===== config.mk =====
export PLATFORM = sky130hd
export DESIGN_NAME = local_pht
export DESIGN_NICKNAME = d
export VERILOG_FILES = /design/src/rtl/bp_pkg.sv /design/src/rtl/pht_sat_cnt_upd.sv /design/src/rtl/local_pht.sv
export SDC_FILE = /design/constraint.sdc
export NUM_CORES = 2
export LEC_CHECK = 0
export CAP_MARGIN = 20
export CORE_ASPECT_RATIO = 2
export CORE_UTILIZATION = 40
export CTS_CLUSTER_DIAMETER = 40
export DETAILED_ROUTE_END_ITERATION = 8
export PLACE_DENSITY_LB_ADDON = 0.3
export SYNTH_ARGS = -nofsm -noshare
export SYNTH_HDL_FRONTEND = slang
export SYNTH_SLANG_ARGS = --single-unit

===== constraint.sdc =====
create_clock -name clock -period 32 [get_ports clock]
set_input_delay 6.4 -clock clock [delete_from_list [all_inputs] [get_ports clock]]
set_output_delay 6.4 -clock clock [all_outputs]
set_load 0.005 [all_outputs]

===== src/rtl/bp_pkg.sv =====
// Shared branch-predictor definitions: table geometry, init value, init/ready
// state encoding and the saturating counter step used by all counter tables.
package bp_pkg;

    localparam int PHT_INDEX_W = 10;
    localparam int PHT_CNT_W   = 3;
    localparam logic [PHT_CNT_W-1:0] PHT_INIT_VAL = 3'b011;

    typedef enum logic {
        PHT_ST_INIT  = 1'b0,
        PHT_ST_READY = 1'b1
    } pht_state_e;

    // Width-agnostic step so tables with different counter widths can share it.
    function automatic logic [7:0] sat_cnt_step(input logic [7:0] cnt,
                                                input logic [7:0] cnt_max,
                                                input logic       taken);
        logic [7:0] result;
        result = cnt;
        if (taken) begin
            if (cnt < cnt_max) result = cnt + 8'd1;
        end else begin
            if (cnt != 8'd0) result = cnt - 8'd1;
        end
        return result;
    endfunction

endpackage


===== src/rtl/pht_sat_cnt_upd.sv =====
// Combinational saturating counter update: taken counts up, not-taken counts
// down, both clamped at the counter's range limits.
module pht_sat_cnt_upd
    import bp_pkg::*;
#(
    parameter int CNT_W = PHT_CNT_W
) (
    input  logic [CNT_W-1:0] cnt,
    input  logic             taken,
    output logic [CNT_W-1:0] cnt_next
);

    localparam logic [7:0] CNT_MAX = 8'((1 << CNT_W) - 1);

    assign cnt_next = CNT_W'(sat_cnt_step(8'(cnt), CNT_MAX, taken));

endmodule


===== src/rtl/local_pht.sv =====
// Local pattern history table: registered lookups, a two-stage read-modify-write
// training pipeline with forwarding, and a post-reset sweep that seeds every entry.
module local_pht
    import bp_pkg::*;
#(
    parameter int               INDEX_W  = PHT_INDEX_W,
    parameter int               CNT_W    = PHT_CNT_W,
    parameter logic [CNT_W-1:0] PHT_INIT = CNT_W'(PHT_INIT_VAL)
) (
    input  logic               clock,
    input  logic               reset_n,
    input  logic               pht_rd_en_i,
    input  logic [INDEX_W-1:0] pht_rd_index_i,
    input  logic               pht_cm_update_i,
    input  logic [INDEX_W-1:0] pht_wt_index_i,
    input  logic               pht_cm_brdir_i,
    output logic               pht_ready_o,
    output logic               pht_pred_valid_o,
    output logic               pht_pred_taken_o,
    output logic [CNT_W-1:0]   pht_pred_cnt_o
);

    localparam int DEPTH = 1 << INDEX_W;

    logic [CNT_W-1:0]   pht_mem [DEPTH];

    pht_state_e         state, state_next;
    logic [INDEX_W-1:0] init_ptr, init_ptr_next;

    logic               w_valid;
    logic               w_dir;
    logic [INDEX_W-1:0] w_idx;
    logic [CNT_W-1:0]   w_old;
    logic [CNT_W-1:0]   w_new;

    logic               wr_en;
    logic [INDEX_W-1:0] wr_idx;
    logic [CNT_W-1:0]   wr_data;

    logic               is_ready;
    logic               u1_fire;
    logic               rd_fire;
    logic [CNT_W-1:0]   u1_old;
    logic [CNT_W-1:0]   rd_cnt;

    assign is_ready = (state == PHT_ST_READY);
    assign u1_fire  = pht_cm_update_i && is_ready;
    assign rd_fire  = pht_rd_en_i && is_ready;

    pht_sat_cnt_upd #(.CNT_W(CNT_W)) u_sat_upd (
        .cnt      (w_old),
        .taken    (w_dir),
        .cnt_next (w_new)
    );

    always_ff @(posedge clock or negedge reset_n) begin
        if (!reset_n) begin
            state    <= PHT_ST_INIT;
            init_ptr <= '0;
        end else begin
            state    <= state_next;
            init_ptr <= init_ptr_next;
        end
    end

    // The single write port belongs to the sweep in INIT and to stage W in READY.
    always_comb begin
        state_next    = state;
        init_ptr_next = init_ptr;
        wr_en         = 1'b0;
        wr_idx        = w_idx;
        wr_data       = w_new;
        case (state)
            PHT_ST_INIT: begin
                wr_en         = 1'b1;
                wr_idx        = init_ptr;
                wr_data       = PHT_INIT;
                init_ptr_next = init_ptr + 1'b1;
                if (init_ptr == '1) state_next = PHT_ST_READY;
            end
            PHT_ST_READY: begin
                wr_en = w_valid;
            end
            default: state_next = PHT_ST_INIT;
        endcase
    end

    always_ff @(posedge clock) begin
        if (wr_en) pht_mem[wr_idx] <= wr_data;
    end

    // Forward W's result so back-to-back updates and reads see the newest count.
    always_comb begin
        u1_old = pht_mem[pht_wt_index_i];
        rd_cnt = pht_mem[pht_rd_index_i];
        if (w_valid && (w_idx == pht_wt_index_i)) u1_old = w_new;
        if (w_valid && (w_idx == pht_rd_index_i)) rd_cnt = w_new;
    end

    always_ff @(posedge clock or negedge reset_n) begin
        if (!reset_n) begin
            w_valid <= 1'b0;
            w_dir   <= 1'b0;
            w_idx   <= '0;
            w_old   <= '0;
        end else begin
            w_valid <= u1_fire;
            if (u1_fire) begin
                w_dir <= pht_cm_brdir_i;
                w_idx <= pht_wt_index_i;
                w_old <= u1_old;
            end
        end
    end

    always_ff @(posedge clock or negedge reset_n) begin
        if (!reset_n) begin
            pht_ready_o      <= 1'b0;
            pht_pred_valid_o <= 1'b0;
            pht_pred_taken_o <= 1'b0;
            pht_pred_cnt_o   <= '0;
        end else begin
            pht_ready_o      <= is_ready;
            pht_pred_valid_o <= rd_fire;
            if (rd_fire) begin
                pht_pred_cnt_o   <= rd_cnt;
                pht_pred_taken_o <= rd_cnt[CNT_W-1];
            end
        end
    end

endmodule


==> metrics list <==
- Result of the run: finished, final reports clean
- Register share of total power: 52.8%
- The clock drives 3103 sinks.
* Final standard cell utilization of the core: 44.4%
* Post-cts resize count: 0
- Sequential cells were found to cover 62.4% of the synthesized design area.
- In the final routed layout, each cell accounts on average for 44.4 um.
- Largest net degree at the start of global routing: 238
- Startpoint kind of the worst setup timing path: primary input
- Share of post-route cells with drive strength above 1: 28.4%
- Die outline area: 0.375 mm^2
* Slowest cell on the critical path: buf_4
* Sum of negative setup slack: 0 ns
* Reg-to-Reg Start: w_old[0]$_DFFE_PN0P_
- Across all register-to-register paths, the minimum setup slack is 26.19 ns.
* CTS tree: done
* CTS H-tree lvls: 5
- EDFF count, synth: 3072
- Highest net fanout along the worst path: 88
* Mapped Avg Cell Area: 17.5 um^2
- For this configuration, the core starts out at a cell density of 40.2%.
- The final-report hold violation count is 0.
* Wire length of the first global-routing pass: 812 mm
- The count of nets left with antenna violations once routing finished came out at 0.
- After clock tree synthesis, the clock-pin slew on the worst setup and hold paths is 0.07 ns.
* Fraction of synthesis flops using an asynchronous set or reset pin: 0.999%
- For this run the aggregate overflow at the end of global routing stands at 0.
- Total number of vias: 94800
* Power density over the cells: 50.5 mW/mm^2
* Port Buffers: 30
- Prior to clock tree synthesis, the placed netlist has a worst setup slack of 17.56 ns.
* Pin slew with the least headroom to its limit: 1.38 ns
* Core area: 0.370 mm^2
- The number of antenna violations at the first check in global routing came to 55.
- Sorting the synthesized cells by area gives the leading types as edfxtp_1 62%, mux4_2 22%, nor2_1 2.8%.
* Required @ worst endpoint: 32.80 ns
- Net switching is 23.3% of the power.
- Endpoint arrival time on the critical path: 14.23 ns
- The number of clock buffers added by TritonCTS is 278.
- For this run, the number of Yosys warnings is 0.
- Half-perimeter wire length after placement: 405 mm
- Synthesized instance count: 8489
* Most frequent cells in the layout: 3072 x edfxtp_1, 1481 x mux4_2, 1102 x nor2_1
* Switching power summed over all nets: 0.00194 W
- For this run, the post-layout net count is 8437.
- The floorplan has 316 rows.
* Detailed router's first-iteration violation count: 13200
- Critical path depth: 14
* Type of the setup path with the least slack: primary input to flop
* Cell area after synthesis: 0.149 mm^2
- Most used DFF post-synth: edfxtp_1
- The die is 434 um wide.
- Counting distinct cell types in the post-synthesis netlist gives 80.
- Internal: 0.00637 W
* GRT Overall Usage: 32.0%
- Number of non-filler instances in the completed layout: 13600
- The number of global-route vias before repair is 96300.
- The later pin in the worst-skew pair is clocked with a latency of 0.94 ns.
- The critical path ends at w_old[2]$_DFFE_PN0P_.
* Final setup violation count: 0
* Number of max-slew violations in the final report: 0
- Most used cell along the critical path: buf_4
- Vias per inst: 6.98
- Counting both buffers and inverters, the worst setup path holds a total of 7.
- The library cell used most frequently in the layout, excluding fill and tap cells, is edfxtp_1.
- The worst hold path belongs to the class flop to flop.
- The clock network is responsible for 41.4% of the overall power.
* Total of hold buffers inserted after clock tree synthesis: 0
* Clock root cell: clkbuf_16
- Setup slack on the critical path of the routed design comes to 18.57 ns.
- The filler cells instantiated in the layout total 31900.
- The clock passes through at most 4 buffers.
- The worst-case IR drop observed on VDD is 0.0451 mV.
- After synthesis the netlist holds a flip-flop and latch count of 3103.
* Setup repair after global routing missed its margin: no
- Layout-stage area growth over the synthesis result: 10.5%
- Cell Count Post-Placement: 13000
- Max-Slew Margin vs Limit: 7.63%
- The worst setup path is captured at a flop.
- Remaining design rule violation count: 0
* Critical path launch point: pht_wt_index_i[0]
* Vert. Die Dim: 865 um
- Last weighted congestion value of the routability-driven placer: 1.04
- Minimum clock period after layout: 13.43 ns
* Yosys top cell area share: 61.9%
- Kind of cell with the highest combined delay on the critical path: buffers and inverters
* Worst-path cell chain: buf_12 > buf_4 > buf_4 > buf_4 > buf_4 > buf_4 > buf_4 > mux4_2 > a221oi_1 > o21ai_0 > nor3_1 > a211oi_1 > a211oi_1 > o31ai_1
* Destination of the worst register-to-register timing path: pht_mem[794][1]$_DFFE_PP_
* Pre-antenna DRT Iters: 5
* Max Cap Violations: 0
- Max Clk Rate: 74.5 MHz
- Delay of the slowest critical-path stage: 0.80 ns
- R2R depth: 10
* Comb pwr share: 5.8%
- Number of nets produced by synthesis: 8518
* Cell leakage power: 52.0 nW
* Total detailed-routing wirelength: 603 mm
- Area leader, netlist: edfxtp_1
- Buffers inserted during post-CTS setup optimization: 0
- Share of the cycle needed by the critical path after routing: 42.0%
- Pin placement for this block handled 31 I/O pins.
* Fin Clk Skew: 0.0454 ns
[worst register-to-register path: cells and delay by family, from the launching register on]
kind / cells / cell delay [ns]
adders and majority gates: 1 / 0.37
DFF: 1 / 0.66
and+or+nand+nor: 1 / 0.84
buffers and inverters: 6 / 3.31
AOI/OAI and AO/OA: 2 / 0.27
[logic make-up after synthesis]
| logic type | after synthesis | share of synthesized area [%] |
|---|---|---|
| compound gates | 868 | 4.14 |
| xor+xnor | 28 | 0.165 |
| fa+ha+maj | 4 | 0.0336 |
| buf+inv | 770 | 2.68 |
| flops | 3103 | 62.4 |
| mux | 1929 | 25.4 |
| simple gates | 1787 | 5.10 |
[layer usage]
layer  GRT usage, %  vias up  part of all wire [%]
met5              0        -                 0.029
met4           37.6       26                    14
met3           7.77     2860                   9.8
met2           51.8     7521                    48
met1           30.9    49300                    28
li1               -    35100                     -
[layout make-up]
| cell class | instances | area [um^2] | share of cell area [%] |
|---|---|---|---|
| clock inverters | 162 | 1500 | 0.912 |
| diodes | 52 | 130 | 0.0791 |
| multi-input cells | 4616 | 52800 | 32.1 |
| well taps | 4929 | 6170 | 3.75 |
| repair buffers | 388 | 3480 | 2.11 |
| flip-flops and latches | 3103 | 93000 | 56.5 |
| inverters | 21 | 86.3 | 0.0525 |
| clock buffers | 325 | 7370 | 4.48 |
[registers in the layout (all words and copies together), names as in the netlist]
signal and cells:
pht_mem 3072, init_ptr 10, w_idx 10, w_old 3, pht_pred_cnt_o 2, is_ready 1
pht_pred_taken_o 1, pht_pred_valid_o 1, pht_ready_o 1, w_dir 1, w_valid 1
[per-stage QoR]
stage / total power [W] / hold WS (ns) / instance area [um^2]
6_report: 0.00831 / 0.515 / 165000
3_5_place_dp: 0.00494 / 0.496 / 155000
5_1_grt: 0.00843 / 0.547 / 164000
4_1_cts: 0.00830 / 0.513 / 164000
2_1_floorplan: 0.00474 / 0.352 / 149000
3_3_place_gp: 0.00494 / 0.486 / 155000
[Yosys cell counts, drive strengths merged, types with 31 or more instances]
| cell | count |
|---|---|
| nor4 | 44 |
| o211ai | 47 |
| nor3 | 59 |
| mux4 | 1481 |
| clkbuf | 301 |
| nor2b | 62 |
| nand2 | 279 |
| a22oi | 227 |
| dfrtp | 31 |
| edfxtp | 3072 |
| a21oi | 131 |
| mux2 | 52 |
| and2 | 35 |
| o22ai | 86 |
| mux2i | 396 |
| a221oi | 52 |
| nand2b | 36 |
| nand3 | 74 |
| a22o | 35 |
| nor2 | 1120 |
| a211oi | 72 |
| o21ai | 65 |
| buf | 448 |
[power by group through the flow]
stage / clock [W] / combinational, W / sequential (W)
after global placement: 0 / 0.000455 / 0.00448
after global routing: 0.00357 / 0.000474 / 0.00439
after floorplan: 0 / 0.000256 / 0.00448
final: 0.00344 / 0.000481 / 0.00439
after CTS: 0.00344 / 0.000460 / 0.00439
after detailed placement: 0 / 0.000459 / 0.00448
[worst min-delay path by stage]
stage	end	startpoint	slack, ns	cells after the start
6_report	init_ptr[2]$_DFFE_PN0N_	init_ptr[2]$_DFFE_PN0N_	0.51	1
5_1_grt	init_ptr[2]$_DFFE_PN0N_	init_ptr[2]$_DFFE_PN0N_	0.55	1
4_1_cts	init_ptr[2]$_DFFE_PN0N_	init_ptr[2]$_DFFE_PN0N_	0.51	1
3_5_place_dp	init_ptr[2]$_DFFE_PN0N_	init_ptr[2]$_DFFE_PN0N_	0.50	1
3_3_place_gp	init_ptr[2]$_DFFE_PN0N_	init_ptr[2]$_DFFE_PN0N_	0.49	1
2_1_floorplan	pht_ready_o$_DFF_PN0_	is_ready$_DFF_PN0_	0.35	0
Note: power is estimated with default switching activity, not from simulation.
